## src/rtl/mult_unit.sv

```systemverilog
`default_nettype none
// ============================================================================
// Module   : mult_unit
// Purpose  : Iterative shift-add multiplier for the EX stage. A start strobe
//            latches the operand magnitudes and the result sign, WIDTH
//            shift-add iterations build the magnitude product, and the signed
//            2*WIDTH-bit result is written to Hi/Lo. ProdV then pulses for
//            one cycle.
// Ports    : clk        - clock, rising edge
//            reset      - asynchronous active-high reset, clears all state
//            MultStart  - start strobe (mult/multu)
//            MultSigned - 1 = signed, 0 = unsigned; sampled with MultStart
//            Cancel     - abort an in-flight op; also blocks a start in IDLE
//            SrcAE      - multiplicand, sampled with MultStart
//            SrcBE      - multiplier, sampled with MultStart
//            ProdV      - product valid, one-cycle pulse (DONE state)
//            Busy       - high in RUN and DONE
//            Hi / Lo    - upper / lower product half, held until next result
// Revision : 1.0 - initial release
// ============================================================================
module mult_unit #(
  parameter int WIDTH = 32
) (
  input  logic             clk,
  input  logic             reset,
  input  logic             MultStart,
  input  logic             MultSigned,
  input  logic             Cancel,
  input  logic [WIDTH-1:0] SrcAE,
  input  logic [WIDTH-1:0] SrcBE,
  output logic             ProdV,
  output logic             Busy,
  output logic [WIDTH-1:0] Hi,
  output logic [WIDTH-1:0] Lo
);

  localparam int                 CW       = (WIDTH > 1) ? $clog2(WIDTH) : 1;
  localparam logic [CW-1:0]      CNT_LAST = CW'(WIDTH - 1);
  localparam logic [CW-1:0]      CNT_ONE  = CW'(1);
  localparam logic [WIDTH-1:0]   ONE_W    = WIDTH'(1);
  localparam logic [2*WIDTH-1:0] ONE_2W   = (2*WIDTH)'(1);

  typedef enum logic [1:0] {
    S_IDLE = 2'd0,
    S_RUN  = 2'd1,
    S_DONE = 2'd2
  } state_t;

  state_t             state_q, state_d;
  // The multiplicand is kept pre-shifted in a 2*WIDTH register and moved one
  // place left per iteration, which equals adding mcand<<cnt without a shifter.
  logic [2*WIDTH-1:0] mcand_q, mcand_d;
  logic [2*WIDTH-1:0] acc_q,   acc_d;
  logic [WIDTH-1:0]   mplier_q, mplier_d;
  logic [CW-1:0]      cnt_q,   cnt_d;
  logic               neg_q,   neg_d;
  logic [WIDTH-1:0]   hi_q,    hi_d;
  logic [WIDTH-1:0]   lo_q,    lo_d;

  logic [WIDTH-1:0]   abs_a, abs_b;
  logic [2*WIDTH-1:0] acc_next;
  logic [2*WIDTH-1:0] prod_final;

  // Magnitudes. The most-negative operand negates to itself, which read as
  // unsigned is exactly its magnitude, so no special case is required.
  assign abs_a = (MultSigned && SrcAE[WIDTH-1]) ? (~SrcAE + ONE_W) : SrcAE;
  assign abs_b = (MultSigned && SrcBE[WIDTH-1]) ? (~SrcBE + ONE_W) : SrcBE;

  assign acc_next   = mplier_q[0] ? (acc_q + mcand_q) : acc_q;
  assign prod_final = neg_q ? (~acc_next + ONE_2W) : acc_next;

  always_comb begin
    state_d  = state_q;
    mcand_d  = mcand_q;
    acc_d    = acc_q;
    mplier_d = mplier_q;
    cnt_d    = cnt_q;
    neg_d    = neg_q;
    hi_d     = hi_q;
    lo_d     = lo_q;
    case (state_q)
      S_IDLE: begin
        if (MultStart && !Cancel) begin
          mcand_d  = {{WIDTH{1'b0}}, abs_a};
          mplier_d = abs_b;
          neg_d    = MultSigned & (SrcAE[WIDTH-1] ^ SrcBE[WIDTH-1]);
          acc_d    = '0;
          cnt_d    = '0;
          state_d  = S_RUN;
        end
      end
      S_RUN: begin
        if (Cancel) begin
          state_d = S_IDLE;
        end else begin
          acc_d    = acc_next;
          mcand_d  = mcand_q << 1;
          mplier_d = mplier_q >> 1;
          cnt_d    = cnt_q + CNT_ONE;
          if (cnt_q == CNT_LAST) begin
            {hi_d, lo_d} = prod_final;
            state_d      = S_DONE;
          end
        end
      end
      S_DONE: begin
        state_d = S_IDLE;
      end
      default: begin
        state_d = S_IDLE;
      end
    endcase
  end

  always_ff @(posedge clk or posedge reset) begin
    if (reset) begin
      state_q  <= S_IDLE;
      mcand_q  <= '0;
      acc_q    <= '0;
      mplier_q <= '0;
      cnt_q    <= '0;
      neg_q    <= 1'b0;
      hi_q     <= '0;
      lo_q     <= '0;
    end else begin
      state_q  <= state_d;
      mcand_q  <= mcand_d;
      acc_q    <= acc_d;
      mplier_q <= mplier_d;
      cnt_q    <= cnt_d;
      neg_q    <= neg_d;
      hi_q     <= hi_d;
      lo_q     <= lo_d;
    end
  end

  assign ProdV = (state_q == S_DONE);
  assign Busy  = (state_q == S_RUN) || (state_q == S_DONE);
  assign Hi    = hi_q;
  assign Lo    = lo_q;

endmodule
`default_nettype wire
```

## config.mk

```make
export PLATFORM = sky130hd
export DESIGN_NAME = mult_unit
export DESIGN_NICKNAME = d
export VERILOG_FILES = /design/src/rtl/mult_unit.sv
export SDC_FILE = /design/constraint.sdc
export NUM_CORES = 1
export LEC_CHECK = 0
export BUFFER_PORTS_ARGS = -buffer_cell sky130_fd_sc_hd__buf_2
export CORE_UTILIZATION = 55
export CTS_CLUSTER_DIAMETER = 30
export DETAILED_ROUTE_END_ITERATION = 10
export PLACE_DENSITY_LB_ADDON = 0.12
export SYNTH_ARGS = -nofsm -noshare
export SYNTH_HDL_FRONTEND = slang
export SYNTH_SLANG_ARGS = --single-unit
export TNS_END_PERCENT = 50
```

## constraint.sdc

```tcl
create_clock -name clk -period 7.84 [get_ports clk]
set_input_delay 0.784 -clock clk [delete_from_list [all_inputs] [get_ports clk]]
set_output_delay 0.784 -clock clk [all_outputs]
set_load 0.01 [all_outputs]
```

Word level (Yosys, flattened, before mapping)
Cells that the tools add are included.
{ "word_totals": {"ff_bits": 232, "inputBits": 69, "out_inout_bits": 66, "word_cells": 56} }
{ "op_classes": {"n_addsub": 5, "eq_ne": 6, "muxes": 20, "n_bitwise": 6, "reduce_logical": 11} }
{ "op_table": {"columns": ["op", "count"], "rows": [
  ["$mux W64", 6],
  ["$pmux W64 S2", 2],
  ["$mux W32", 4],
  ["$add A32 B1 Y32 const B", 2],
  ["$add A64 B1 Y64 const B", 1],
  ["$add A64 B64 Y64", 1],
  ["$not A32 Y32", 2],
  ["$not A64 Y64", 1],
  ["$pmux W32 S2", 1],
  ["$mux W5", 2],
  ["$pmux W5 S2", 1],
  ["$mux W2", 3],
  ["$reduce_and A3 Y1", 2],
  ["$add A5 B1 Y5 const B", 1],
  ["$eq A5 B5 Y1 const B", 1],
  ["$ne A2 B2 Y1 const B", 2],
  ["$pmux W2 S2", 1],
  ["$reduce_and A2 Y1", 2],
  ["$logic_and A1 B1 Y1", 3],
  ["$ne A3 B3 Y1 const B", 1],
  ["$eq A2 B1 Y1 const B", 1],
  ["$eq A2 B2 Y1 const B", 1],
  ["$logic_not A2 Y1", 1],
  ["$reduce_bool A2 Y1", 1],
  ["other kinds (5)", 5]
]} }

Depth between registers and ports, before layout
{ "depth": {"word_depth": 5, "mapped_depth": 16, "depth_no_buf": 16} }

Worst setup path after synthesis
No wires, ideal clock.
{ "synth_timing": {"kind": "flip-flop to flip-flop", "from": "reg mcand_q[0]", "to": "reg hi_q[30] (netlist: Hi[30])", "setup_ps": 140, "arrival_ps": 4152, "t_required_ps": 7700, "path_slack_ps": 3548, "stages_incl_launch_ff": 16, "path_buffers": 0, "period_less_slack_ps": 4292, "cell_sequence": "dfrtp_1 -> ha_1 -> inv_1 -> fa_1 -> nand2b_2 -> a211o_4 -> a2111oi_4 -> o2111a_2 -> nor3b_1 -> or3b_1 -> or4_4 -> nor3_4 -> nand4_2 -> nor4_1 -> mux2i_1 -> o311ai_1"} }
{ "synth_via": {"elab_chain_len": 5} }
{ "synth_rtl": {"columns": ["item", "line_no", "rtl"], "rows": [
  ["start, declared", "52", "logic [2*WIDTH-1:0] mcand_q, mcand_d;"],
  ["start signal, assigned", "127", "mcand_q <= mcand_d;"],
  ["$add A64 B64 Y64 *", "69", "assign acc_next = mplier_q[0] ? (acc_q + mcand_q) : acc_q;"],
  ["$mux W64 *", "69", null],
  ["$not A64 Y64", "70", "assign prod_final = neg_q ? (~acc_next + ONE_2W) : acc_next;"],
  ["$add A64 B1 Y64", "70", null],
  ["$mux W64 *", "70", null],
  ["end signal, assigned", "132", "hi_q <= hi_d;"],
  ["end, declared", "57", "logic [WIDTH-1:0] hi_q, hi_d;"]
]} }
Every way passes the cells marked *; elsewhere a longest branch is shown, timed or not.
A chain may end at the register's enable or synchronous reset.

Final worst setup path
{ "layout_timing": {"from": "reg mcand_q[0]", "to": "reg hi_q[13] (netlist: Hi[13])"} }
Same word-level chain as after synthesis.

==> flow_summary.yaml <==
run_status:
  status: "finished, final reports clean"
floorplan:
  rows: 65
  dieArea_sq_um: 32860
  die_y_um: 181.3
  ios: 135
  initial_core_util: 0.5602
  design.core.area_sq_um: 31560
  die_w_um: 181.3
yosys:
  synthArstFlopShare: 1.000
  yosysTopAreaCell: "dfrtp_1"
  syn_area_sq_um: 17680
  synth_commonest_cells: "nand2_1 (357), o21ai_0 (265), dfrtp_1 (232), a21oi_1 (203), nor2_1 (164)"
  yosys-top-cells-area: "dfrtp_1 (33%), nand2_1 (7.6%), o21ai_0 (7.5%)"
  syn_avg_cell_area_sq_um: 7.733
  ys_types: 96
  synth_edf_count: 0
  synth_top_area_frac: 0.3284
  synth_cells: 2286
  yosysMostFrequentCell: "nand2_1"
  ys_warn_count: 0
  synthFlopType: "dfrtp_1"
  yosysSeqAreaShare: 0.3284
  synth_seq_cells: 232
  synth_fp_nets: 2427
placement:
  io_buffers: 134
  place_area_sq_um: 18460
  post-place-cells: 2696
  gp_congestion: 1.001
  dp_hpwl_um: 41170
cells_and_area:
  stdcell_area_sq_um: 20520
  final_cells: 2807
  drive_above_1_share: 0.1281
  num-fill-cells: 2758
  utilization: 0.6502
  diodes: 0
  syn_to_final_growth_pct: 16.07
  num-nets-final: 2496
route:
  wl_per_cell_um: 20.40
  drt-vias-per-instance: 6.331
  vias: 17770
  drc: 0
  first_pass_iters: 6
  drtIter0Drc: 1456
  wirelength_um: 57260
  antenna_left: 0
clocking:
  cts_tree: "built"
  cts_setup_buffers: 0
  ctsResizeCount: 0
  clock_latency_ns: 0.62
  cts.clk_slew.worst_paths_ns: 0.05
  holdBufCountCts: 0
  clockBufferDepth: 3
  clock_sinks: 232
  h-tree-depth: 2
  numCtsBuffers: 59
  clock-root-buffer: "clkbuf_16"
worst_setup_path:
  cp_max_fo: 6
  arrival_ns: 5.79
  path_class: "flip-flop to flip-flop"
  cp-start-kind: "flip-flop"
  reg2reg_from: "mcand_q[0]$_DFFE_PP0P_"
  critPathRequiredTime_ns: 8.29
  endpoint_kind: "flip-flop"
  startpoint: "mcand_q[0]$_DFFE_PP0P_"
  reg2reg_setup_slack_ns: 2.51
timing:
  slew_headroom: 0.2440
  final.setup.tns_ns: 0
  period_share: 0.6805
  drv_slew: 0
  timing.fmax_mhz: 187.5
  min_period_ns: 5.335
  hold_viol: 0
  fin_skew_ns: 0.01976
  rsz0062_at_grt: "false"
  max_slew.worst_pin.slew_ns: 1.134
  setup_viol: 0
job:
  cap_viol_max_count: 0
global_route:
  grt_pass1_wl_um: 91950
  antenna_found_initial: 2
  grtUsageTotal: 0.3508
  grt-ovfl-total: 0
  grt_max_degree: 138
  grt_pass1_vias: 17020
power_and_ir_drop:
  power_leakage_nw: 9.131
  ir_drop_uv: 256.2
  pwr_density_cell_nw_per_um2: 355.5
worst_hold_path:
  min_path_type: "primary input to async pin"
-- kinds of logic (layout without fill, tap and decap cells) --
logic type	count (synthesis)	after routing	synth area share
adder cells (fa/ha/maj)	72	72	0.05139
AO/OA/AOI/OAI	740	740	0.2557
flip-flops	232	232	0.3284
multiplexers	33	33	0.01911
XOR/XNOR	131	131	0.06491
buffers and inverters	179	298	0.04013
AND/OR/NAND/NOR	899	899	0.2403
-- cells in the final DEF, fill, tap and decap left out, types with 25 or more instances in the layout --
cell type	n
o21ai_0	264
o21ai_1	32
nand3_1	117
clkbuf_16	59
inv_1	38
mux2i_1	27
buf_2	134
nor2_1	163
xnor2_1	90
or3_1	27
ha_1	70
a21o_1	25
nand4_1	42
nand2_1	356
nor3_1	56
dfrtp_1	230
xor2_1	41
nor4_1	27
a21oi_1	202
-- registers in the layout, indices dropped and copies added (netlist names) --
register	count
state_q	2
mcand_q	64
cnt_q	5
Hi	32
Lo	32
acc_q	64
mplier_q	32
neg_q	1
-- stage by stage --
stage / setup slack (ns) / power, mW / hold WS (ns)
2_1_floorplan: 0.6947 / 3.882 / 0.4453
3_3_place_gp: 2.675 / 4.704 / 0.4557
3_5_place_dp: 2.588 / 4.746 / 0.4641
4_1_cts: 2.559 / 7.262 / 0.3270
5_1_grt: 2.167 / 7.707 / 0.3455
6_report: 2.505 / 7.293 / 0.2908
-- critical path: stages, from the launching register on --
cell,delay (ns)
dfrtp_1,0.37
ha_1,0.20
inv_1,0.06
fa_1,0.39
nand2b_2,0.22
a211oi_1,0.31
o21ai_0,0.14
a31oi_1,0.47
nand4_1,0.32
a2111oi_1,0.62
nand2_1,0.35
nor3_1,0.59
nand2_1,0.33
o41ai_1,0.54
xor2_1,0.19
o21ai_1,0.07
-- report_power, final --
group	internal (mW)	switching, mW
sequential	1.43	0.289
combinational	0.997	2.09
clock	1.65	0.842
total	4.07	3.22
-- worst paths after layout --
check / end / cells after the start
setup / recovery: Hi[13]$_DFFE_PP0P_ / 15
hold / removal: Lo[20]$_DFFE_PP0P_ / 2
setup reg to reg: Hi[13]$_DFFE_PP0P_ / 15
hold reg to reg: Hi[12]$_DFFE_PP0P_ / 2
max in group asynchronous: mplier_q[0]$_DFFE_PP0P_ / 3
min in group clk: Hi[12]$_DFFE_PP0P_ / 2
-- metal layers --
layer	global-route usage	vias to the layer above	wire length, um
li1	-	8475	-
met2	0.5514	744	25650
met3	0.07277	125	4384
met5	0	-	13
met4	0.1349	2	1881
met1	0.4730	8425	25330
-- layout make-up --
class | instances | area (sq um) | share of cell area
multi-input combinational | 1875 | 11210 | 0.5465
sequential | 232 | 5811 | 0.2832
clock buffer | 67 | 1567 | 0.07635
timing repair buffer | 147 | 780.7 | 0.03805
tap | 402 | 503.0 | 0.02452
clock inverter | 44 | 486.7 | 0.02372
inverter | 40 | 157.7 | 0.007684
No activity file was read; power rests on OpenSTA's default activity.
